[config.mk]
export PLATFORM = sky130hd
export DESIGN_NAME = uart_tx
export DESIGN_NICKNAME = d
export VERILOG_FILES = /design/src/rtl/uart_pkg.sv /design/src/rtl/uart_baud_gen.sv /design/src/rtl/uart_tx.sv
export SDC_FILE = /design/constraint.sdc
export NUM_CORES = 1
export LEC_CHECK = 0
export BUFFER_PORTS_ARGS = -buffer_cell sky130_fd_sc_hd__buf_2
export CORE_AREA = 2 2 71 60
export DETAILED_ROUTE_END_ITERATION = 7
export DIE_AREA = 0 0 73 62
export HOLD_SLACK_MARGIN = 0.1
export PLACE_DENSITY = 0.74
export RECOVER_POWER = 100
export SKIP_CTS_REPAIR_TIMING = 1
export SLEW_MARGIN = 20
export SYNTH_ARGS = -nofsm -noshare
export SYNTH_HDL_FRONTEND = slang
export SYNTH_HIERARCHICAL = 1
export SYNTH_SLANG_ARGS = --single-unit
[constraint.sdc]
create_clock -name clk_i -period 2.25 [get_ports clk_i]
set_input_delay 0.45 -clock clk_i [delete_from_list [all_inputs] [get_ports clk_i]]
set_output_delay 0.45 -clock clk_i [all_outputs]
set_load 0.005 [all_outputs]
[src/rtl/uart_pkg.sv]
// Shared UART definitions: frame geometry, divisor width and FSM state encoding.
package uart_pkg;
  localparam int DATA_BITS  = 8;
  localparam int OVERSAMPLE = 16;
  localparam int DIV_W      = 11;

  typedef enum logic [2:0] {IDLE, START, DATA, PARITY, STOP} uart_state_t;
endpackage

[src/rtl/uart_baud_gen.sv]
// Oversample tick generator: one tick every div_i+1 clocks, restartable via clr_i.
module uart_baud_gen
  import uart_pkg::*;
(
  input  logic             clk_i,
  input  logic             rst_ni,
  input  logic             clr_i,
  input  logic [DIV_W-1:0] div_i,
  output logic             tick_o
);
  logic [DIV_W-1:0] cnt_q, cnt_d;

  assign tick_o = (cnt_q == div_i);

  always_comb begin
    cnt_d = cnt_q + DIV_W'(1);
    if (clr_i || tick_o) cnt_d = '0;
  end

  always_ff @(posedge clk_i) begin
    if (!rst_ni) cnt_q <= '0;
    else         cnt_q <= cnt_d;
  end
endmodule

[src/rtl/uart_tx.sv]
// 8N1 UART transmitter, 16 oversample ticks per bit.
// Define UART_TX_PARITY_EN to insert an even-parity bit before the stop bit.
module uart_tx
  import uart_pkg::*;
(
  input  logic                 clk_i,
  input  logic                 rst_ni,
  input  logic [DIV_W-1:0]     div_i,
  input  logic [DATA_BITS-1:0] data_i,
  input  logic                 tx_start_i,
  output logic                 tx_o,
  output logic                 tx_busy_o,
  output logic                 tx_done_o
);
  localparam int TCNT_W = $clog2(OVERSAMPLE);

  uart_state_t          state_q, state_d;
  logic [DATA_BITS-1:0] shift_q, shift_d;
  logic [DIV_W-1:0]     div_q, div_d;
  logic [TCNT_W-1:0]    tcnt_q, tcnt_d;
  logic [2:0]           bcnt_q, bcnt_d;
  logic                 tx_q, tx_d, busy_q, busy_d, done_q, done_d;
  logic                 clr, tick, bit_end;
`ifdef UART_TX_PARITY_EN
  logic                 par_q, par_d;
`endif

  uart_baud_gen u_baud (
    .clk_i  (clk_i),
    .rst_ni (rst_ni),
    .clr_i  (clr),
    .div_i  (div_q),
    .tick_o (tick)
  );

  // A bit ends on the last of its 16 ticks; tx_d then carries the next bit's level.
  assign bit_end = tick && (tcnt_q == TCNT_W'(OVERSAMPLE - 1));

  always_comb begin
    state_d = state_q;
    shift_d = shift_q;
    div_d   = div_q;
    tcnt_d  = tcnt_q;
    bcnt_d  = bcnt_q;
    tx_d    = tx_q;
    busy_d  = busy_q;
    done_d  = 1'b0;
    clr     = 1'b0;
`ifdef UART_TX_PARITY_EN
    par_d   = par_q;
`endif
    if (state_q != IDLE && tick) tcnt_d = tcnt_q + TCNT_W'(1);

    case (state_q)
      IDLE: begin
        tx_d   = 1'b1;
        busy_d = 1'b0;
        if (tx_start_i) begin
          shift_d = data_i;
          div_d   = div_i;
          tcnt_d  = '0;
          bcnt_d  = '0;
          clr     = 1'b1;
          state_d = START;
          tx_d    = 1'b0;
          busy_d  = 1'b1;
`ifdef UART_TX_PARITY_EN
          par_d   = ^data_i;
`endif
        end
      end
      START: begin
        if (bit_end) begin
          state_d = DATA;
          tx_d    = shift_q[0];
        end
      end
      DATA: begin
        if (bit_end) begin
          shift_d = shift_q >> 1;
          bcnt_d  = bcnt_q + 3'd1;
          if (bcnt_q == 3'(DATA_BITS - 1)) begin
`ifdef UART_TX_PARITY_EN
            state_d = PARITY;
            tx_d    = par_q;
`else
            state_d = STOP;
            tx_d    = 1'b1;
`endif
          end else begin
            tx_d = shift_q[1];
          end
        end
      end
`ifdef UART_TX_PARITY_EN
      PARITY: begin
        if (bit_end) begin
          state_d = STOP;
          tx_d    = 1'b1;
        end
      end
`endif
      STOP: begin
        if (bit_end) begin
          state_d = IDLE;
          tx_d    = 1'b1;
          busy_d  = 1'b0;
          done_d  = 1'b1;
        end
      end
      default: state_d = IDLE;
    endcase
  end

  always_ff @(posedge clk_i) begin
    if (!rst_ni) begin
      state_q <= IDLE;
      shift_q <= '0;
      div_q   <= '0;
      tcnt_q  <= '0;
      bcnt_q  <= '0;
      tx_q    <= 1'b1;
      busy_q  <= 1'b0;
      done_q  <= 1'b0;
`ifdef UART_TX_PARITY_EN
      par_q   <= 1'b0;
`endif
    end else begin
      state_q <= state_d;
      shift_q <= shift_d;
      div_q   <= div_d;
      tcnt_q  <= tcnt_d;
      bcnt_q  <= bcnt_d;
      tx_q    <= tx_d;
      busy_q  <= busy_d;
      done_q  <= done_d;
`ifdef UART_TX_PARITY_EN
      par_q   <= par_d;
`endif
    end
  end

  assign tx_o      = tx_q;
  assign tx_busy_o = busy_q;
  assign tx_done_o = done_q;
endmodule

==> impl_metrics.tcl, run 1 <==
set metrics [dict create \
    outcome "complete, no violations" \
    drtAntennaViolNets 0 \
    peakVddDrop_v 0.000387 \
    p_int_mw 1.08 \
    rsz0062_at_grt "false" \
    synth_edf_count 0 \
    first_pass_iters 4 \
    hold_viol 0 \
    syn_to_final_growth_pct 13.0 \
    path_delay_family "simple AND/OR/NAND/NOR gates" \
    synth_cell_types 43 \
    finalInstanceArea_um2 2270 \
    grt_antenna_before_repair 0 \
    yosys-top-cells-area "dfxtp_1 43%, nand2_1 8.6%, xnor2_1 8.3%" \
    drt_iter0_markers 97 \
    top_usage_layer "met2" \
    synth_flop_cell "dfxtp_1" \
    critical_path_required_ns 2.44 \
    worstSetupPathType "flip-flop to flip-flop" \
    dieArea_um2 4530 \
    cts-root-buf "clkbuf_8" \
    yosysSeqAreaShare 0.429 \
    num_io_pins 25 \
    switchingPower_mw 0.369 \
    io_buffers 24 \
    cp_max_fo 9 \
    cts_htree_levels 2 \
    coreArea_um2 3920 \
    grt.overflow.total 0 \
    timing.max_cap.violations 0 \
    layout.nets 289 \
    die_w_um 73 \
    yosysMostFrequentCell "nand2_1" \
    syn_nets 260 \
    grt_usage 0.193 \
    final_util 0.579 \
    grt_pass1_vias 1396 \
    grt_pass1_wl_um 6610 \
    start_util 0.513 \
    via_count 1623 \
    drc 0 \
    placed_cells 301 \
    clock-sinks 43 \
    relSlewSlack 0.450 \
    finalCritPeriodShare 0.906 \
    wire_per_inst_um 12.5 \
    layout.cells.non_filler 310 \
    worstPathBufferInverterCount 1 \
    max_freq_mhz 490 \
    cp.arrival_ns 2.23 \
    drv_slew 0 \
    gp_congestion 0.813 \
    synth_area_leader_cell "dfxtp_1" \
    cts_buffers 5 \
    core.rowCount 21 \
    grt_use_met1 0.273 \
    p_leak_nw 0.851 \
    post-dp-hpwl_um 2690 \
    whs_ns 0.383 \
    clock_latency_ns 0.30 \
    yosys_warnings 6 \
    grt_max_degree 26 \
    dpl-instance-area_um2 2170 \
    worst_slew_pin_slew_ns 0.820 \
    power_frac_clock 0.326 \
    slowest_delay_ns 0.44 \
    synthArstFlopShare 0 \
    use_met2 0.277 \
    synth_top_area_frac 0.429 \
    die_y_um 62 \
    path_cells "xnor2_1 -> nand3_1 -> nor3_1 -> nand4_1 -> buf_4 -> a21oi_1 -> a311oi_1 -> o32a_1" \
    fin_worst_skew_ns 0.00836 \
    setup_tns_ns 0 \
    hold_path.class "input port to flip-flop" \
    swShare 0.254 \
    drive_gt1_frac 0.178 \
    layout_min_cycle_time_ns 2.04 \
    syn_inst 234 \
    diodes 0 \
    slowest_stage "dfxtp_1" \
    seqPwrFrac 0.563 \
    powerDensity_nw_per_um2 640 \
    end_kind "flip-flop" \
    setup_viol 0 \
    synth_area_um2 2010 \
    synth_seq_cells 43 \
    synth_common_cells "46 x nand2_1, 43 x dfxtp_1, 29 x nor2_1" \
    grtUsageMet3 0.0645 \
    synth.avg_cell_area_um2 8.58 \
    drt-total-wl_um 3890 \
    start_kind "flip-flop" \
    ctsLongestPathBuffers 2 \
    vias_per_cell 5.24 \
    cts_tree "yes" \
    clkTransAtPathRegs_ns 0.08 \
    comb_power_share 0.111 \
]
## layout make-up
cell class | instances | area, um2
Clock buffer | 6 | 72.6
Clock inverter | 2 | 12.5
Fill cell | 355 | 1650
Inverter | 4 | 15.0
Multi-Input combinational cell | 175 | 1050
Sequential cell | 43 | 861
Tap cell | 46 | 57.6
Timing Repair Buffer | 34 | 204
## logic make-up (layout without fill, tap and decap cells)
group | after synthesis | in the layout | synth area share
AO/OA/AOI/OAI | 38 | 38 | 0.132
XOR/XNOR | 23 | 23 | 0.100
flip-flops | 43 | 43 | 0.429
AND/OR/NAND/NOR | 108 | 108 | 0.257
multiplexers | 1 | 1 | 0.00499
buffers and inverters | 16 | 46 | 0.0468
adder cells (fa/ha/maj) | 5 | 5 | 0.0299
## routing by layer
| layer | vias to the layer above | routed length (um) |
|---|---|---|
| met2 | 36 | 1670 |
| met1 | 727 | 1990 |
| met5 | - | 0 |
| met4 | 0 | 29 |
| met3 | 4 | 195 |
| li1 | 856 | - |
## worst min-delay path, cell delays in order
cell and delay, ns:
buf_2 0.09, nand2_1 0.04, a21oi_1 0.05
## cells in the final DEF, fill, tap and decap left out, types with 2 or more instances in the layout
cell and instances:
nor2b_1 2, nand4_1 4, clkbuf_8 5, nand2_1 46
nor2_1 30, a311oi_1 7, xnor2_1 19, clkbuf_1 2
nor3_1 8, ha_1 4, xor2_1 4, inv_1 3
dfxtp_1 43, nand3_1 6, buf_4 8, a21oi_1 21
buf_2 24
## registers in the layout (all words and copies together), names as in the netlist
signal	flops
div_q	11
u_baud/cnt_q	11
shift_q	8
tcnt_q	4
bcnt_q	3
state_q	3
tx_busy_o	1
tx_done_o	1
tx_o	1
## metrics by stage
step / power, mW / setup slack (ns)
2_1_floorplan: 0.953 / 0.216
3_3_place_gp: 0.989 / 0.178
3_5_place_dp: 0.993 / 0.110
4_1_cts: 1.47 / 0.0891
5_1_grt: 1.54 / 0.0282
6_report: 1.45 / 0.211
## power groups by stage
stage | Combinational [mW] | Sequential [mW] | Clock (mW)
finish | 0.161 | 0.817 | 0.474
global route | 0.184 | 0.822 | 0.533
CTS | 0.158 | 0.818 | 0.491
detailed placement | 0.158 | 0.835 | 0
global placement | 0.155 | 0.835 | 0
floorplan | 0.126 | 0.827 | 0
## final timing paths
kind,cells past startpoint,end,slack [ns],from
max reg2reg,8,tx_o,0.21,u_baud/cnt_q[7]
max,8,tx_o,0.21,u_baud/cnt_q[7]
min,3,div_q[3],0.38,div_i[3]
min reg2reg,2,bcnt_q[1],0.47,bcnt_q[1]
No activity file was read; power rests on OpenSTA's default activity.
==> run 2, diff against run 1 <==
- BUFFER_PORTS_ARGS: -buffer_cell sky130_fd_sc_hd__buf_2 -> unset
- DONT_BUFFER_PORTS: unset -> 1
- PLACE_DENSITY: 0.74 -> 0.68
==> run 2 against run 1 <==
  * Hold slack lost 0.12 ns
  * Flip-flop and latch count is the same
  * Combinational power down 9%
  * Cell area is 4.1% lower
  * Global-route usage fell by 0.64 points
  * Cell count fell by 7.4%
  * Clock-buffer cell count unchanged
  * Total power grew 2.7%
  * Critical path depth is 3 lower
  * Via count down 5.6%
  * Setup slack lost 0.023 ns
  * Critical path type unchanged
  * Critical endpoint is now u_baud/cnt_q[5]
  * Largest cell class unchanged
  * Largest power group unchanged
  * Highest routed layer unchanged
==> impl_metrics.tcl, run 2 (synthesis gave the netlist of run 1 again) <==
set metrics [dict create \
    outcome "complete, no violations" \
    setup_tns_ns 0 \
    num_io_pins 25 \
    holdPathStages 2 \
    wire_per_inst_um 13.5 \
    core.rowCount 21 \
    crit_start "state_q[2]" \
    crit_end "u_baud/cnt_q[5]" \
    worstReg2RegEnd "u_baud/cnt_q[5]" \
    grt_antenna_before_repair 0 \
    clkTransAtPathRegs_ns 0.08 \
    worstSetupPathType "flip-flop to flip-flop" \
    max_freq_mhz 485 \
    rrSetupSlack_ns 0.19 \
    via_count 1532 \
    grt.overflow.total 0 \
    vias_per_cell 5.34 \
    start_util 0.513 \
    drive_gt1_frac 0.116 \
    cp.arrival_ns 2.23 \
    grt_max_degree 26 \
    finalCritPeriodShare 0.917 \
    cp_max_fo 14 \
    top_regs "div_q x11, u_baud/cnt_q x11, shift_q x8" \
    worst_slew_pin_slew_ns 0.824 \
    critical_path_required_ns 2.41 \
    totalPowerFinal_mw 1.49 \
    clock_latency_ns 0.30 \
    setup_viol 0 \
    post-dp-hpwl_um 2710 \
    cts-root-buf "clkbuf_8" \
    cp.depth 5 \
    relSlewSlack 0.447 \
    layout_min_cycle_time_ns 2.06 \
    drv_slew 0 \
    dieArea_um2 4530 \
    rsz0062_at_grt "false" \
    pre_cts_slack_ns 0.0699 \
    worstPathBufferInverterCount 1 \
    layout.nets 266 \
    path_cells "or4b_1 -> inv_2 -> nor2b_1 -> o31ai_2 -> nor2_1" \
    slowest_stage "or4b_1" \
    powerDensity_nw_per_um2 685 \
    placed_cells 277 \
    drt-total-wl_um 3870 \
    layout_commonest_cell "nand2_1" \
    fin_worst_skew_ns 0.00320 \
    drtAntennaViolNets 0 \
    final_cell_mix "46 x nand2_1, 43 x dfxtp_1, 29 x nor2_1, 21 x a21oi_1, 19 x xnor2_1" \
    die_y_um 62 \
    final_util 0.556 \
    grt_pass1_vias 1386 \
    cts_buffers 5 \
    worst_slack_ns 0.187 \
    timing.max_cap.violations 0 \
    peakVddDrop_v 0.000399 \
    first_pass_iters 4 \
    hold_viol 0 \
    drc 0 \
    end_kind "flip-flop" \
    io_buffers 0 \
    p_leak_nw 0.770 \
    syn_to_final_growth_pct 8.42 \
    clock-sinks 43 \
    diodes 0 \
    drt_iter0_markers 98 \
    path_delay_family "simple AND/OR/NAND/NOR gates" \
    gp_congestion 0.778 \
    rr_startpoint "state_q[2]" \
    ctsLongestPathBuffers 2 \
    coreArea_um2 3920 \
    slowest_delay_ns 0.88 \
    reg2regPathDepth 5 \
    cts_htree_levels 2 \
    layout.cells.non_filler 287 \
    hold_path.class "input port to flip-flop" \
    grt_usage 0.186 \
    die_w_um 73 \
    cts_tree "yes" \
    start_kind "flip-flop" \
    grt_pass1_wl_um 6270 \
]
==> run 2: how the worst min path moves through the flow <==
| stage | from | endpoint | slack, ns |
|---|---|---|---|
| CTS | rst_ni | tx_done_o | 0.25 |
| detailed placement | bcnt_q[1] | bcnt_q[1] | 0.45 |
| global placement | bcnt_q[1] | bcnt_q[1] | 0.45 |
| floorplan | bcnt_q[1] | bcnt_q[1] | 0.44 |
| finish | rst_ni | tx_done_o | 0.26 |
| global route | rst_ni | tx_done_o | 0.26 |
==> run 2: layer usage <==
metal  vias to the layer above  global-route usage  routed length (um)
met3                         8              0.0452                 140
met5                         -                   0                   0
met1                       693               0.249                2040
met2                        25               0.286                1620
met4                         0              0.0926                  72
li1                        806                   -                   -
==> run 2: cell type report <==
type                            instances  area, um2
Clock buffer                            6       82.6
Clock inverter                          2       16.3
Fill cell                             366       1740
Inverter                                4       15.0
Multi-Input combinational cell        175       1050
Sequential cell                        43        861
Tap cell                               46       57.6
Timing Repair Buffer                   11       95.1
==> run 2: power by group <==
group	total, mW	leakage (nW)	switching (mW)	internal [mW]
registers	0.816	0.351	0.0238	0.792
logic	0.146	0.371	0.0833	0.0622
clock network	0.529	0.0474	0.279	0.251
==> run 2: through the flow <==
step / cell area, um2 / hold WS [ns]
after CTS: 2150 / 0.254
after floorplan: 2010 / 0.436
after detailed placement: 2050 / 0.450
final: 2180 / 0.262
after global placement: 2050 / 0.446
after global routing: 2180 / 0.260
==> run 2: worst register-to-register path: stages, from the launching register on <==
cell and delay, ns:
dfxtp_1 0.44, or4b_1 0.88, inv_2 0.21, nor2b_1 0.07, o31ai_2 0.21, nor2_1 0.12
